==> config.mk <==
export PLATFORM = sky130hd
export DESIGN_NAME = imem_fetch_arbiter
export DESIGN_NICKNAME = d
export VERILOG_FILES = /design/src/rtl/imem_fetch_arbiter.sv
export SDC_FILE = /design/constraint.sdc
export NUM_CORES = 1
export LEC_CHECK = 0
export CAP_MARGIN = 20
export CORE_MARGIN = 10
export CORE_UTILIZATION = 47
export DETAILED_ROUTE_END_ITERATION = 7
export GPL_ROUTABILITY_DRIVEN = 0
export HOLD_SLACK_MARGIN = 0.06
export PLACE_DENSITY = 0.85
export SETUP_SLACK_MARGIN = 0.02
export SYNTH_ARGS = -nofsm -noshare
export SYNTH_HDL_FRONTEND = slang
export SYNTH_SLANG_ARGS = --single-unit
export TNS_END_PERCENT = 5
==> constraint.sdc <==
create_clock -name clk -period 4.5 [get_ports clk]
set_input_delay 0.9 -clock clk [delete_from_list [all_inputs] [get_ports clk]]
set_output_delay 0.9 -clock clk [all_outputs]
set_load 0.02 [all_outputs]
==> src/rtl/imem_fetch_arbiter.sv <==
// imem_fetch_arbiter: round-robin sharing of instruction-memory read channels among fetchers.
// Define IMEM_COALESCE_EN to serve every same-address requester from one memory read.
module imem_fetch_arbiter #(
    parameter int ADDR_BITS     = 8,
    parameter int DATA_BITS     = 16,
    parameter int NUM_CONSUMERS = 2,
    parameter int NUM_CHANNELS  = 1
) (
    input  logic                                    clk,
    input  logic                                    reset,
    input  logic [NUM_CONSUMERS-1:0]                consumer_read_request,
    input  logic [NUM_CONSUMERS-1:0][ADDR_BITS-1:0] consumer_read_address,
    output logic [NUM_CONSUMERS-1:0]                consumer_read_ready,
    output logic [NUM_CONSUMERS-1:0][DATA_BITS-1:0] consumer_read_data,
    output logic [NUM_CHANNELS-1:0]                 mem_read_request,
    output logic [NUM_CHANNELS-1:0][ADDR_BITS-1:0]  mem_read_address,
    input  logic [NUM_CHANNELS-1:0]                 mem_read_ready,
    input  logic [NUM_CHANNELS-1:0][DATA_BITS-1:0]  mem_read_data,
    output logic                                    busy
);
`ifdef IMEM_COALESCE_EN
    localparam bit COALESCE = 1'b1;
`else
    localparam bit COALESCE = 1'b0;
`endif
    localparam int IW = NUM_CONSUMERS > 1 ? $clog2(NUM_CONSUMERS) : 1;
    typedef enum logic [1:0] {IDLE, WAIT_MEM, RELAY} state_t;
    state_t                                  r_state    [NUM_CHANNELS];
    state_t                                  w_state_n  [NUM_CHANNELS];
    logic [IW-1:0]                           r_idx      [NUM_CHANNELS];
    logic [IW-1:0]                           w_idx_n    [NUM_CHANNELS];
    logic [NUM_CONSUMERS-1:0]                r_served   [NUM_CHANNELS];
    logic [NUM_CONSUMERS-1:0]                w_served_n [NUM_CHANNELS];
    logic [NUM_CHANNELS-1:0][ADDR_BITS-1:0]  r_addr, w_addr_n;
    logic [NUM_CHANNELS-1:0]                 r_mreq, w_mreq_n;
    logic [NUM_CONSUMERS-1:0]                r_ready, w_ready_n, r_taken, w_taken_n;
    logic [NUM_CONSUMERS-1:0][DATA_BITS-1:0] r_data, w_data_n;
    logic [IW-1:0]                           r_rr, w_rr_n;
    // Channels are walked in index order so a grant or release by a lower channel is seen by higher ones.
    always_comb begin
        logic [IW-1:0] ptr, cand, sel;
        logic          found;
        w_state_n  = r_state;
        w_idx_n    = r_idx;
        w_served_n = r_served;
        w_addr_n   = r_addr;
        w_mreq_n   = r_mreq;
        w_ready_n  = r_ready;
        w_data_n   = r_data;
        w_taken_n  = r_taken;
        w_rr_n     = r_rr;
        ptr        = r_rr;
        cand       = '0;
        sel        = '0;
        found      = 1'b0;
        for (int ch = 0; ch < NUM_CHANNELS; ch++) begin
            found = 1'b0;
            sel   = '0;
            if (r_state[ch] == IDLE) begin
                for (int k = 0; k < NUM_CONSUMERS; k++) begin
                    cand = IW'((int'(ptr) + k) % NUM_CONSUMERS);
                    if (!found && consumer_read_request[cand] && !w_taken_n[cand]) begin
                        found = 1'b1;
                        sel   = cand;
                    end
                end
                if (found) begin
                    w_state_n[ch]       = WAIT_MEM;
                    w_idx_n[ch]         = sel;
                    w_addr_n[ch]        = consumer_read_address[sel];
                    w_mreq_n[ch]        = 1'b1;
                    w_taken_n[sel]      = 1'b1;
                    w_served_n[ch]      = '0;
                    w_served_n[ch][sel] = 1'b1;
                    ptr                 = IW'((int'(sel) + 1) % NUM_CONSUMERS);
                    w_rr_n              = ptr;
                end
            end else if (r_state[ch] == WAIT_MEM) begin
                if (mem_read_ready[ch]) begin
                    w_state_n[ch]         = RELAY;
                    w_mreq_n[ch]          = 1'b0;
                    w_ready_n[r_idx[ch]]  = 1'b1;
                    w_data_n[r_idx[ch]]   = mem_read_data[ch];
                    for (int c = 0; c < NUM_CONSUMERS; c++) begin
                        if (COALESCE && consumer_read_request[c] && !w_taken_n[c] &&
                            consumer_read_address[c] == r_addr[ch]) begin
                            w_ready_n[c]      = 1'b1;
                            w_data_n[c]       = mem_read_data[ch];
                            w_taken_n[c]      = 1'b1;
                            w_served_n[ch][c] = 1'b1;
                        end
                    end
                end
            end else begin
                for (int c = 0; c < NUM_CONSUMERS; c++) begin
                    if (r_served[ch][c] && !consumer_read_request[c])
                        w_ready_n[c] = 1'b0;
                end
                if ((r_served[ch] & consumer_read_request) == '0) begin
                    w_state_n[ch]  = IDLE;
                    w_taken_n      = w_taken_n & ~r_served[ch];
                    w_served_n[ch] = '0;
                end
            end
        end
    end
    always_ff @(posedge clk or negedge reset) begin
        if (!reset) begin
            r_state  <= '{default: IDLE};
            r_idx    <= '{default: '0};
            r_served <= '{default: '0};
            r_addr   <= '0;
            r_mreq   <= '0;
            r_ready  <= '0;
            r_data   <= '0;
            r_taken  <= '0;
            r_rr     <= '0;
        end else begin
            r_state  <= w_state_n;
            r_idx    <= w_idx_n;
            r_served <= w_served_n;
            r_addr   <= w_addr_n;
            r_mreq   <= w_mreq_n;
            r_ready  <= w_ready_n;
            r_data   <= w_data_n;
            r_taken  <= w_taken_n;
            r_rr     <= w_rr_n;
        end
    end
    always_comb begin
        busy = 1'b0;
        for (int ch = 0; ch < NUM_CHANNELS; ch++)
            busy = busy | (r_state[ch] != IDLE);
    end
    assign consumer_read_ready = r_ready;
    assign consumer_read_data  = r_data;
    assign mem_read_request    = r_mreq;
    assign mem_read_address    = r_addr;
endmodule

==> impl_metrics.tcl, run 1 <==
set metrics [dict create \
    dp_hpwl_mm 3.951 \
    synth-simple-area-share 0.08872 \
    vias 1517 \
    die_x_um 87.31 \
    synth-seq-cells 51 \
    hold_path.class "flop to flop" \
    final.min_clock_period_ns 2.612 \
    postCtsResizedCells 0 \
    ys_top_cells_by_count "dfrtp_1, mux2_2, a21oi_1" \
    path_max_fanout 7 \
    die_area_um2 7623 \
    ir_worst_vdd_mv 0.3887 \
    yosysMostFrequentCell "dfrtp_1" \
    r2r_setup_slack_ns 2.77 \
    slew_headroom 0.5368 \
    drv_slew 0 \
    placedCellCount 290 \
    firstDrtPassIters 4 \
    synthToLayoutAreaGrowth_pct 43.07 \
    critPathLaunchType "flop" \
    cp.arrival_ns 1.71 \
    synth_warnings 0 \
    antenna_found_initial 0 \
    maxCapViolCount 0 \
    num_rows 24 \
    setup_viol 0 \
    setup_tns_ns 0 \
    synthArstFlopShare 1.000 \
    instances_no_fill 298 \
    boundaryPins 81 \
    netlist_area_um2 2130 \
    synth_compound_area_frac 0.09401 \
    seqPwrFrac 0.368 \
    status "finished clean" \
    synth_top_area_share 0.5993 \
    synth.area.top_cells "dfrtp_1, mux2_2, mux2_4" \
    hold_slack_ns 0.5084 \
    grtUsageTotal 0.1386 \
    ctsHtreeMaxLevel 2 \
    seq_area_um2 1276 \
    multi_input_area_um2 783.3 \
    cts-root-buf "clkbuf_8" \
    synth-xor-area-share 0 \
    final_nets 282 \
    hp-start "consumer_read_data[24]" \
    synthMuxAreaShare 0.1851 \
    drc 0 \
    post_cts_buffers 0 \
    rsz0062_at_grt "no" \
    path_clk_slew_ns 0.08 \
    max_freq_ghz 0.3828 \
    hold_buffers 0 \
    grt_pass1_vias 1601 \
    p_per_area_nw_per_um2 739.2 \
    yosysSeqAreaShare 0.5993 \
    switching_power_mw 0.8332 \
    p_leak_nw 1.297 \
    p_total_mw 2.252 \
    clock_path_buffers 2 \
    overflow 0 \
    synth-edff-count 0 \
    yosysTopAreaCell "dfrtp_1" \
    cts_tree "yes" \
    skew_ns 0.006745 \
    timing.final.hold_violations 0 \
    synthesis.nets 199 \
    reg2reg_to "consumer_read_data[4]" \
    fill_cells 331 \
    drtAntennaViolNets 0 \
    end_kind "primary output" \
    synth_cell_types 27 \
    port-buffer-count 80 \
    netlist_instances 162 \
    synth_fa_ha_area_frac 0 \
    sw_frac_of_total 0.3700 \
    cts_buffers 5 \
    period_share 0.5805 \
    start_util 0.4857 \
    drive_gt1_frac 0.1951 \
    grt_pass1_wl_mm 8.224 \
    setup.worst_path.class "flop to primary output" \
    grt_start_max_net_pins 52 \
    antenna_cells 0 \
    worst_pin_slew_ns 0.6922 \
    viasPerCell 5.091 \
    holdPathEnd "consumer_read_data[24]" \
    r2r_start "r_state[1]" \
    hold-path-cell-count 1 \
    required_ns 3.60 \
    wire_per_inst_um 17.47 \
    r2r_cells 4 \
    drt_iter0_drc 84 \
    coreArea_um2 4384 \
    die_y_um 87.31 \
    synth_top_family_by_area "multiplexers" \
    synth_ff_type "dfrtp_1" \
    drt_wl_total_mm 5.206 \
    synth.avg_cell_area_um2 13.15 \
    clock-sinks 51 \
    clkPwrFrac 0.125 \
    p_comb_frac 0.507 \
    clk_latency_ns 0.30 \
    internal_power_mw 1.419 \
]
layout make-up:
type / instances / area share
clock buffers: 8 / 0.03285
repair buffers: 81 / 0.2637
well taps: 52 / 0.02136
flip-flops and latches: 51 / 0.4189
multi-input cells: 101 / 0.2571
inverters: 5 / 0.006160
power groups by stage:
stage | Clock [mW] | Combinational, mW | Sequential [mW]
detailed placement | 0 | 1.16 | 0.839
CTS | 0.288 | 1.16 | 0.832
finish | 0.282 | 1.14 | 0.828
global placement | 0 | 1.14 | 0.825
global route | 0.311 | 1.22 | 0.858
floorplan | 0 | 0.392 | 1.06
sequential cells by signal (all words and copies together), names as in the netlist:
register	count
consumer_read_data	32
mem_read_address	8
consumer_read_ready	2
r_served	2
r_state	2
r_taken	2
mem_read_request	1
r_idx	1
r_rr	1
per-stage QoR:
step	utilization	area, um^2	setup slack [ns]
2_1_floorplan	-	2130	2.731
3_3_place_gp	0.6721	2947	1.875
3_5_place_dp	0.6721	2947	1.754
4_1_cts	0.6949	3047	1.875
5_1_grt	0.6949	3047	1.755
6_report	0.6949	3047	1.888
worst max-delay path: stages, from the launching register on:
cell and delay [ns]:
dfrtp_1 0.47, nor2_1 0.32, inv_1 0.07, clkdlybuf4s50_1 0.55
routing by layer:
layer,global-route usage,vias to the layer above,wire length (um)
li1,-,735,-
met1,0.1620,736,2117
met2,0.2275,42,2752
met3,0.05150,4,283
met4,0.04783,0,53
met5,0,-,0
layout by cell type, fill, tap and decap left out, types with 2 or more instances in the layout:
master            n
clkdlybuf4s50_1  79
dfrtp_1          51
mux2_2           23
a21oi_1          19
nor2_1           11
nand2_1          10
o21ai_0          10
mux2_4            9
clkbuf_8          7
inv_1             4
o21a_1            3
nand3_1           3
nor2b_1           2
worst max-delay path by stage:
| stage | from | end | slack, ns | cells past startpoint |
|---|---|---|---|---|
| after detailed placement | consumer_read_request[1] | r_rr | 1.75 | 5 |
| final | r_state[1] | busy | 1.89 | 3 |
| after CTS | r_state[0] | busy | 1.87 | 3 |
| after global routing | r_state[1] | busy | 1.76 | 3 |
| after floorplan | consumer_read_request[0] | mem_read_address[0] | 2.73 | 5 |
| after global placement | mem_read_ready | consumer_read_data[3] | 1.87 | 4 |
logic make-up (layout without fill, tap and decap cells):
kind of cell | Yosys count | in the layout
compound gates | 36 | 36
flops | 51 | 51
buf+inv | 10 | 94
mux | 32 | 32
simple gates | 33 | 33
Power figures use the tool's default switching activity.
==> run 2: changes to the inputs <==
--- a/config.mk
+++ b/config.mk
@@ -7,11 +7,11 @@
 export LEC_CHECK = 0
 export CAP_MARGIN = 20
 export CORE_MARGIN = 10
-export CORE_UTILIZATION = 47
+export CORE_UTILIZATION = 39
 export DETAILED_ROUTE_END_ITERATION = 7
 export GPL_ROUTABILITY_DRIVEN = 0
 export HOLD_SLACK_MARGIN = 0.06
-export PLACE_DENSITY = 0.85
+export PLACE_DENSITY = 0.75
 export SETUP_SLACK_MARGIN = 0.02
 export SYNTH_ARGS = -nofsm -noshare
 export SYNTH_HDL_FRONTEND = slang
==> constraint.sdc (replaced) <==
create_clock -name clk -period 2.35 [get_ports clk]
set_input_delay 0.47 -clock clk [delete_from_list [all_inputs] [get_ports clk]]
set_output_delay 0.47 -clock clk [all_outputs]
set_load 0.02 [all_outputs]
==> run 2 against run 1 <==
- routed wire length decreased by 0.38%
- setup slack got worse by 1.7 ns
- via count increased by 0.46%
- clock power increased by 120%
==> impl_metrics.tcl, run 2 (same netlist as run 1, synthesis figures left out) <==
set metrics [dict create \
    status "finished clean" \
    final_nets 288 \
    max_freq_ghz 0.4630 \
    p_total_mw 4.418 \
    cts_tree "yes" \
    port-buffer-count 80 \
    firstDrtPassIters 4 \
    final.min_clock_period_ns 2.160 \
    grt_pass1_wl_mm 8.314 \
    end_kind "primary output" \
    timing.final.hold_violations 0 \
    synthToLayoutAreaGrowth_pct 48.24 \
    hold_path.class "input port to async pin" \
    path_max_fanout 5 \
    grt_start_max_net_pins 32 \
    switching_power_mw 1.586 \
    grt_pass1_vias 1580 \
    final_common_cell "clkdlybuf4s50_1" \
    sw_frac_of_total 0.3589 \
    antenna_cells 0 \
    p_comb_frac 0.503 \
    hold_buffers 0 \
    slew_headroom 0.6751 \
    internal_power_mw 2.833 \
    wire_per_inst_um 16.11 \
    clock-sinks 51 \
    cp.arrival_ns 1.69 \
    drive_gt1_frac 0.2183 \
    period_share 0.9192 \
    cts_buffers 5 \
    boundaryPins 81 \
    dp_hpwl_mm 4.056 \
    p_per_area_nw_per_um2 1400 \
    cts-root-buf "clkbuf_8" \
    start_util 0.4091 \
    post_cts_buffers 0 \
    drc 0 \
    die_x_um 93.90 \
    ir_worst_vdd_mv 0.6564 \
    instances_no_fill 322 \
    layout_setup_ws_ns 0.1899 \
    grtUsageTotal 0.1188 \
    die_y_um 93.90 \
    postCtsResizedCells 0 \
    largest_reg_flops 32 \
    seqPwrFrac 0.358 \
    setup.worst_path.class "flop to primary output" \
    clock_path_buffers 2 \
    antenna_found_initial 0 \
    drt_wl_total_mm 5.186 \
    die_area_um2 8816 \
    coreArea_um2 5205 \
    drtAntennaViolNets 0 \
    placedCellCount 314 \
    required_ns 1.88 \
    maxCapViolCount 0 \
    viasPerCell 4.733 \
    setup_viol 0 \
    drt_iter0_drc 44 \
    ctsHtreeMaxLevel 2 \
    p_leak_nw 1.344 \
    rsz0062_at_grt "no" \
    vias 1524 \
    clkPwrFrac 0.138 \
    final_cell_mix "clkdlybuf4s50_1, dfrtp_1, mux2_2, a21oi_1, nor2_1" \
    num_rows 26 \
    setup_tns_ns 0 \
    skew_ns 0.008631 \
    drv_slew 0 \
    overflow 0 \
    path_clk_slew_ns 0.09 \
    clk_latency_ns 0.29 \
    worst_pin_slew_ns 0.4873 \
    dp_slack_ns 0.3874 \
    critPathLaunchType "flop" \
]
## run 2: cell type report
class	count	area [um^2]
Fill cell	453	2048
Sequential cell	51	1276
Timing Repair Buffer	87	873.3
Multi-Input combinational cell	101	783.3
Tap cell	70	87.58
Clock buffer	6	82.58
Clock inverter	2	35.03
Inverter	5	18.77
## run 2: through the flow
step | utilization | hold WS, ns | cell area [um^2]
floorplan | - | 0.1744 | 2130
finish | 0.6065 | 0.1223 | 3157
detailed placement | 0.5839 | 0.4648 | 3039
global placement | 0.5839 | 0.4656 | 3039
CTS | 0.6065 | 0.1348 | 3157
global route | 0.6065 | 0.1504 | 3157
## run 2: final timing paths
path	slack, ns	cells after the start	start	to
min in group clk	0.50	1	consumer_read_ready[0]	consumer_read_ready[0]
min	0.12	1	reset	consumer_read_data[1]
max reg2reg	0.83	4	r_state[0]	r_state[0]
max in group asynchronous	1.69	2	reset	mem_read_address[7]
min reg2reg	0.50	1	consumer_read_ready[0]	consumer_read_ready[0]
max	0.19	3	r_state[0]	busy
## run 2: critical path, cell delays in order (launching register included)
cell and delay, ns:
dfrtp_1 0.49, nor2_1 0.29, inv_1 0.07, clkdlybuf4s50_1 0.55
## run 2: power by group through the flow
stage / Combinational, mW / Clock (mW) / Sequential [mW]
after floorplan: 0.751 / 0 / 2.03
after global placement: 2.23 / 0 / 1.59
after detailed placement: 2.27 / 0 / 1.60
after CTS: 2.27 / 0.635 / 1.59
after global routing: 2.38 / 0.675 / 1.65
final: 2.22 / 0.611 / 1.58
## run 2: routing by layer
metal / vias up / wire length (um) / GRT usage
met2: 47 / 2564 / 0.1866
met1: 728 / 2207 / 0.1500
met5: - / 0 / 0
li1: 745 / - / -
met4: 0 / 65 / 0.04557
met3: 4 / 348 / 0.03517
